===== config.mk =====
export PLATFORM = sky130hd
export DESIGN_NAME = switching_block
export DESIGN_NICKNAME = d
export VERILOG_FILES = /design/src/rtl/switching_block.sv
export SDC_FILE = /design/constraint.sdc
export NUM_CORES = 1
export LEC_CHECK = 0
export CAP_MARGIN = 10
export CORE_MARGIN = 2
export CORE_UTILIZATION = 50
export DETAILED_ROUTE_END_ITERATION = 10
export PLACE_DENSITY = 0.82
export SYNTH_ARGS = -nofsm -noshare
export SYNTH_HDL_FRONTEND = slang
export SYNTH_SLANG_ARGS = --single-unit

===== constraint.sdc =====
create_clock -name clk_i -period 0.8 [get_ports clk_i]
set_input_delay 0.16 -clock clk_i [delete_from_list [all_inputs] [get_ports clk_i]]
set_output_delay 0.16 -clock clk_i [all_outputs]
set_load 0.01 [all_outputs]

===== src/rtl/switching_block.sv =====
// One node of a DEM DAC tree encoder: splits x_in_i into two registered
// sub-codes offset by a PN-signed switching sequence, each saturated to WIDTH.
module switching_block #(
    parameter int WIDTH = 8
) (
    input  logic                    clk_i,
    input  logic                    reset_i,
    input  logic signed [WIDTH-1:0] x_in_i,
    input  logic                    pn_seq_i,
    input  logic signed [WIDTH-1:0] quantized_value_i,
    output logic signed [WIDTH-1:0] x_out1_o,
    output logic signed [WIDTH-1:0] x_out2_o
);

    localparam int IW = WIDTH + 2;
    localparam logic signed [IW-1:0] MAXV = IW'((2 ** (WIDTH - 1)) - 1);
    localparam logic signed [IW-1:0] MINV = -MAXV - IW'(1);

    logic signed [IW-1:0]    x_ext;
    logic signed [IW-1:0]    q_ext;
    logic signed [IW-1:0]    s;
    logic signed [IW-1:0]    sum;
    logic signed [IW-1:0]    a;
    logic signed [IW-1:0]    b;
    logic signed [WIDTH-1:0] x_out1_d, x_out1_q;
    logic signed [WIDTH-1:0] x_out2_d, x_out2_q;

    function automatic logic signed [WIDTH-1:0] sat(input logic signed [IW-1:0] v);
        logic signed [IW-1:0] c;
        if (v > MAXV)
            c = MAXV;
        else if (v < MINV)
            c = MINV;
        else
            c = v;
        return c[WIDTH-1:0];
    endfunction

    // Two guard bits keep -q of the most negative code and x+s exact.
    always_comb begin
        x_ext    = {{2{x_in_i[WIDTH-1]}}, x_in_i};
        q_ext    = {{2{quantized_value_i[WIDTH-1]}}, quantized_value_i};
        s        = pn_seq_i ? q_ext : -q_ext;
        sum      = x_ext + s;
        a        = sum >>> 1;
        b        = x_ext - a;
        x_out1_d = sat(a);
        x_out2_d = sat(b);
    end

    always_ff @(posedge clk_i or posedge reset_i) begin
        if (reset_i) begin
            x_out1_q <= '0;
            x_out2_q <= '0;
        end else begin
            x_out1_q <= x_out1_d;
            x_out2_q <= x_out2_d;
        end
    end

    assign x_out1_o = x_out1_q;
    assign x_out2_o = x_out2_q;

endmodule


==> results.md, run 1 <==
* Count of clock tree sinks at 16
* Clock Path Buffers at 2
* Post-synth cell types at 59
* Ys async rst share at 1.000
* Starting density of the core at 0.5145
* GPL Wtd Cong at between 0.8 and 0.9
* Fail Step: clock tree synthesis (4_1_cts)
* Hold_buf cts at 0
* Post-Syn Nets at 258
* Die Span X at 65.15 um
* Synth Area per Inst at 8.497 um2
* Post-Syn Area at 0.001869 mm2
* Mux cell area share after synthesis at 0.01740
* Largest family of logic cells by synthesized area: compound AO/OA/AOI/OAI gates
* Worst slack, placed at -3622 ps
* Simple-gate share of the synthesized area at 0.2082
* Top FF cell, synth: dfrtp_1
* Tool error: [ERROR DPL-0033] detailed placement checks failed during check placement.
* Post-DP HPWL at 4763 um
* Post-synthesis compound-gate area fraction at 0.2871
* CTS Buf Count at 3
* Cells after Synth at 220
* Register area share after synthesis at 0.2142
* Core Rows at 22
* Root cell of the clock tree: clkbuf_8
* Post-Synth Adder-Cell Area at 0.1352
* Post-synth EDFFs at 0
* Post-CTS sizing at ~150
* Run status: aborted with a tool error
* XOR/XNOR Fraction of Synth Area at 0.08835
* Die Ht at 65.15 um
* # IOs at 35
* Warning count from the yosys run at 0
* # H-tree levels at 1
* Setup bufs post-CTS at 20
* FF+latch count, synth at 16
* Port bufs at 34
==> kinds of logic after synthesis <==
kind of cell    count (synthesis)
mux                             3
flops                          16
fa+ha+maj                      19
simple gates                   72
compound gates                 70
buf+inv                        22
xor+xnor                       18
==> through the flow <==
stage	std cells	hold WS, ps	area (um2)
after floorplan	220	73.74	2056
after detailed placement	381	483.6	3090
after global placement	381	484.7	3090
==> Yosys cell counts, types with 3 or more instances <==
cell type	n	area [um2]
ha_1	17	212.7
nand2_1	12	45.04
xnor2_1	6	52.55
a211oi_1	3	22.52
a21o_1	3	22.52
dfrtp_1	16	400.4
xor2_1	11	96.34
o211ai_1	8	60.06
inv_1	14	52.55
a31oi_1	4	25.02
and2_1	3	18.77
nor2b_1	3	18.77
o21ai_0	8	40.04
nand2b_1	4	25.02
nor2_1	20	75.07
nand3_1	6	30.03
clkbuf_1	4	15.01
a21oi_1	20	100.1
nor3_1	8	40.04
==> inputs of run 2 (changes only) <==
--- a/config.mk
+++ b/config.mk
@@ -7,9 +7,9 @@
 export LEC_CHECK = 0
 export CAP_MARGIN = 10
 export CORE_MARGIN = 2
-export CORE_UTILIZATION = 50
+export CORE_UTILIZATION = 35
 export DETAILED_ROUTE_END_ITERATION = 10
-export PLACE_DENSITY = 0.82
+export PLACE_DENSITY_LB_ADDON = 0.15
 export SYNTH_ARGS = -nofsm -noshare
 export SYNTH_HDL_FRONTEND = slang
 export SYNTH_SLANG_ARGS = --single-unit
==> results.md, run 2 <==
* Worst EP required at 960 ps
* Die Span X at ~77 um
* Worst Slack Setup Final at -2624 ps
* Min Hold Slack at between 200 and 250 ps
* Run status: complete, but fails checks
* GPL Wtd Cong at 0.8730
* Ys async rst share at 1.000
* Crit. End Element: flop
* Register area share after synthesis at 0.2142
* Max Cap Viol at 0
* Seq. cell area at ~400 um2
* Commonest cells post-synth: a21oi_1, nor2_1, ha_1
* Final #Nets at 392
* Pwr Density at 2281 mW/mm2
* Die ar. at 0.005941 mm2
* # H-tree levels at 1
* Post-synth EDFFs at 0
* Slew margin rel. at 0.6907
* Total Power at between 0.008 and 0.009 W
* Vias in the first global route at 2,021
* Port bufs at 34
* Post-Syn Nets at around 260
* RSZ-0062 raised after global routing: yes
* Post-route DRC at 0
* Top FF cell, synth: dfrtp_1
* Core area at 0.005140 mm2
* Setup Viol. Count Final at 32
* Root cell of the clock tree: clkbuf_8
* Die Ht at 77.08 um
* Fmax at 292.1 MHz
* Starting DRT DRC Count at just under 70
* CTS tree: built
* CP max FO at 7
* Most frequent cells in the layout: buf_4, dfrtp_1, nor2_1, buf_2, inv_1
* Final ANT Viol Nets at 0
* Warning count from the yosys run at 0
* Critical path startpoint category: input port
* Worst Tran Pin Value at 461.2 ps
* Final slew viol count at 0
* Most common cell after layout, fill and taps aside: buf_4
* Post-DP HPWL at 4117 um
* Remaining Overflow, GRT at 0
* Final worst-path cycle share at 4.280
* Synth top area share at 0.2142
* Area leader, netlist: dfrtp_1
* Clock-pin slew on the worst setup and hold paths at about 60 ps
* # IOs at 35
* Fin. Hold Viols at 0
* Crit path launch: quantized_value_i[0]
* Hold_buf cts at 0
* Leak Pwr at 1.549 nW
* VDD IR max at 1269 uV
* Area occupied by multi-input gates at 0.001813 mm2
* Post-synth cell types at 59
* Share of cells above drive strength 1 at 0.5694
* Initial antenna violation count at 0
* Worst setup path end: x_out2_o[1]
* Drt pass-1 iters at 4
* FF+latch count, synth at 16
* Total track usage at 0.1813
* Via density at 4.948
* Crit Path Category: input port to flop
* Core Rows at 26
* Starting density of the core at 0.3637
* CTS Buf Count at 3
* Synth Area per Inst at 8.497 um2
* First-pass GRT wire length at 8928 um
* Ranking of synthesized cells by area: dfrtp_1, ha_1, a21oi_1, xor2_1, nor2_1
* Area growth from synthesis to layout at 88.22%
* Post-Syn Area at 0.001869 mm2
* Count of clock tree sinks at 16
* # fillers at 426
* CP arrival at 3580 ps
* Cells after Synth at 220
* Vias at 2,093
* Final wirelength at 5429 um
* Largest net degree at the start of global routing at 17
* Worst Hold Class: input port to async pin
* Clock Path Buffers at 2
* WL/cell at around 13 um
* Period minus WS final at 3424 ps
* Failing checks: setup timing
* ANT cells at 0
==> run 2: cell counts after synthesis <==
Identical to the previous run, type by type.
==> run 2: worst min path at each step <==
stage,end,slack [ps],cells after the start,start
floorplan,x_out1_o[0],70,1,reset_i
global placement,x_out1_o[1],490,3,reset_i
detailed placement,x_out1_o[0],490,3,reset_i
CTS,x_out1_o[0],230,3,reset_i
global route,x_out1_o[0],250,3,reset_i
finish,x_out1_o[0],230,3,reset_i
==> run 2: power breakdown <==
part	switching [W]	total [W]	internal, W
registers	0.0000771	0.00125	0.00118
logic	0.00288	0.00610	0.00322
clock network	0.000241	0.000677	0.000435
total	0.00320	0.00803	0.00483
==> run 2: repair_timing <==
action,in CTS,in global routing
pin swaps,44,39
buffers inserted,7,12
setup endpoints to repair,32,32
gates resized for setup,120,34
hold endpoints to repair,0,0
gates cloned,0,0
==> run 2: per-stage QoR <==
stage,setup WS [ps],TNS [ps],instance area (um2),instances,utilization
2_1_floorplan,-2500,-31920,2056,220,-
3_3_place_gp,-3375,-51110,3095,400,0.6022
3_5_place_dp,-3461,-51830,3095,400,0.6022
4_1_cts,-2530,-37130,3308,411,0.6436
5_1_grt,-2799,-40610,3518,423,0.6845
6_report,-2624,-37670,3518,423,0.6845
==> run 2: cell families after synthesis <==
logic type	after synthesis	share of synthesized area
XOR/XNOR	18	0.08835
adder cells (fa/ha/maj)	19	0.1352
AO/OA/AOI/OAI	70	0.2872
AND/OR/NAND/NOR	72	0.2082
flip-flops	16	0.2142
buffers and inverters	22	0.04953
multiplexers	3	0.01740
==> run 2: routing by layer <==
metal  GRT usage  wire (um)  vias to the layer above
met4     0.04821         51                        0
met1      0.2164       2284                      969
li1            -          -                     1082
met3     0.01412        152                        4
met5           0          0                        -
met2      0.3465       2941                       38
==> run 2: worst max-delay path: stages <==
cell and delay (ps):
buf_8 100, buf_6 120, nor3_2 150, nor2_1 60
xor2_1 170, ha_2 340, o21ai_2 70, a221oi_4 300
o21ai_2 110, nand2b_1 90, a21oi_2 50, xor2_1 230
ha_2 250, a2111o_1 150, a31oi_4 50, or2_4 270
a21o_1 180, a221oi_2 310, o32ai_4 180, o211ai_1 220
==> run 2: cell type report <==
class | count | area share
clock buffer | 4 | 0.01565
inverter | 14 | 0.01920
multi-input combinational | 182 | 0.5153
sequential | 16 | 0.1138
tap | 70 | 0.02489
timing repair buffer | 137 | 0.3112
No activity file was read; power rests on OpenSTA's default activity.
==> inputs of run 3 (changes only) <==
--- a/config.mk
+++ b/config.mk
@@ -9,7 +9,7 @@
 export CORE_MARGIN = 2
 export CORE_UTILIZATION = 35
 export DETAILED_ROUTE_END_ITERATION = 10
-export PLACE_DENSITY_LB_ADDON = 0.15
+export PLACE_DENSITY = 0.7
 export SYNTH_ARGS = -nofsm -noshare
 export SYNTH_HDL_FRONTEND = slang
 export SYNTH_SLANG_ARGS = --single-unit
==> constraint.sdc (replaced) <==
create_clock -name clk_i -period 3 [get_ports clk_i]
set_input_delay 0.6 -clock clk_i [delete_from_list [all_inputs] [get_ports clk_i]]
set_output_delay 0.6 -clock clk_i [all_outputs]
set_load 0.01 [all_outputs]
==> results.md, run 3 (synthesis results as in run 2) <==
* Die ar. at 0.005941 mm2
* Core area at 0.005140 mm2
* CTS tree: built
* Clock-pin slew on the worst setup and hold paths at 60 ps
* Pwr Density at 638.8 mW/mm2
* Sequential share of power at 0.143
* Vias in the first global route at 2,152
* Via density at around 5.2
* # IOs at 35
* Setup TNS Final at -9161 ps
* Met3 Routed Length at ~240 um
* VDD IR max at 360.2 uV
* Starting density of the core at 0.3637
* First-pass GRT wire length at 9563 um
* Final worst-path cycle share at 1.302
* # H-tree levels at 1
* Worst Slack Setup Final at -907.2 ps
* Max Cap Viol at 0
* Share of cells above drive strength 1 at 0.5253
* Worst slack, placed at -1744 ps
* Final #Nets at 395
* Slew margin rel. at 0.6372
* CP max FO at 7
* Final ANT Viol Nets at 0
* Root cell of the clock tree: clkbuf_8
* Die Ht at 77.08 um
* Drt pass-1 iters at 4
* Power Internal at 0.001445 W
* P_sw at 0.0009129 W
* Critical path startpoint category: input port
* Largest net degree at the start of global routing at 17
* Final slew viol count at 0
* Crit. End Element: flop
* Worst Tran Pin Value at 543.6 ps
* Final wirelength at between 6000 and 7000 um
* Hold_buf cts at 0
* # fillers at 380
* Core Rows at 26
* Leak Pwr at 1.577 nW
* ANT cells at 0
* Setup Viol. Count Final at 16
* Starting DRT DRC Count at 100
* Total track usage at 0.1965
* Sw frac at 0.3871
* Clock power frac at 0.076
* Count of clock tree sinks at 16
* CTS Buf Count at 3
* GPL Wtd Cong at 0.8196
* Post-route DRC at 0
* Remaining Overflow, GRT at 0
* Fin. Hold Viols at 0
* Crit Path Category: input port to flop
* Initial antenna violation count at 0
* Gate power share at 0.781
* Most common cell after layout, fill and taps aside: buf_4
* Clock Path Buffers at 2
* CP arrival at 4050 ps
* Period minus WS final at 3907 ps
* Worst EP required at about 3200 ps
* Area growth from synthesis to layout at 97.46%
* RSZ-0062 raised after global routing: yes
* Top Layer Used: met4
* Failing checks: setup timing
* Die Span X at 77.08 um
* Met2 wire length at 3487 um
* Post-DP HPWL at between 4000 and 5000 um
* Most frequent cells in the layout: buf_4, clkdlybuf4s50_1, nor2_1, dfrtp_1, inv_1
* Port bufs at 34
* Worst Hold Class: input port to async pin
* Fmax at between 200 and 300 MHz
* WL/cell at 14.61 um
* Met1 Wirelength at 2404 um
* Vias at 2,210
* Run status: complete, but fails checks
run 3: metal layers:
layer / track usage / up-vias
met1: 0.2167 / 1048
met3: 0.01882 / 12
met2: 0.3886 / 59
met5: 0 / -
li1: - / 1091
met4: 0.06429 / 0
run 3: what timing repair did:
action / 4_1_cts / 5_1_grt
resized for setup: 74 / 25
buffers inserted: 14 / 10
pin swaps: 38 / 33
endpoints found under the setup margin: 16 / 16
run 3: critical path, cell delays in order:
cell      delay, ps
buf_12          110
buf_8           120
buf_4           120
mux2_4          280
ha_4            270
nand3_2          70
buf_4           150
buf_4           120
nand2b_1         70
a21oi_1          80
xor2_1          160
ha_1            360
a21o_1          210
a31oi_4         120
or2_4           270
a21o_1          180
a221oi_2        330
o32ai_4         190
o211ai_1        240
run 3: final timing paths:
check | startpoint | endpoint | slack, ps | depth (start not counted)
max in group asynchronous | reset_i | x_out2_o[7] | 1940 | 2
max | quantized_value_i[1] | x_out2_o[1] | -910 | 19
min in group clk_i | quantized_value_i[0] | x_out1_o[0] | 1060 | 6
min | reset_i | x_out2_o[2] | 700 | 2
run 3: final cells by class:
type | instances | area, um2 | area share
inverter | 14 | 65.06 | 0.01763
tap | 70 | 87.58 | 0.02373
timing repair buffer | 140 | 1242 | 0.3366
sequential | 16 | 400.4 | 0.1085
clock buffer | 4 | 55.05 | 0.01492
multi-input combinational | 182 | 1841 | 0.4986
run 3: power by group through the flow:
| stage | sequential (W) | clock (W) | combinational (W) |
|---|---|---|---|
| global route | 0.000348 | 0.000198 | 0.00196 |
| global placement | 0.000342 | 0 | 0.00141 |
| finish | 0.000337 | 0.000179 | 0.00184 |
| CTS | 0.000340 | 0.000185 | 0.00166 |
| floorplan | 0.000397 | 0 | 0.000736 |
| detailed placement | 0.000344 | 0 | 0.00145 |
run 3: through the flow:
step / power [W] / instance area [um2] / std cells / hold WS, ps / util
finish: 0.002358 / 3691 / 426 / 702.7 / 0.7181
global route: 0.002507 / 3691 / 426 / 758.8 / 0.7181
CTS: 0.002182 / 3477 / 419 / 717.1 / 0.6765
detailed placement: 0.001796 / 3067 / 401 / 980.1 / 0.5966
global placement: 0.001755 / 3067 / 401 / 977.4 / 0.5966
floorplan: 0.001133 / 2032 / 220 / 513.7 / -
==> inputs of run 4 (changes only) <==
--- a/config.mk
+++ b/config.mk
@@ -8,6 +8,7 @@
 export CAP_MARGIN = 10
 export CORE_MARGIN = 2
 export CORE_UTILIZATION = 35
+export CTS_CLUSTER_SIZE = 16
 export DETAILED_ROUTE_END_ITERATION = 10
 export PLACE_DENSITY = 0.7
 export SYNTH_ARGS = -nofsm -noshare
==> results of run 4 <==
Final layout, timing and power as in run 3 (identical DEF).
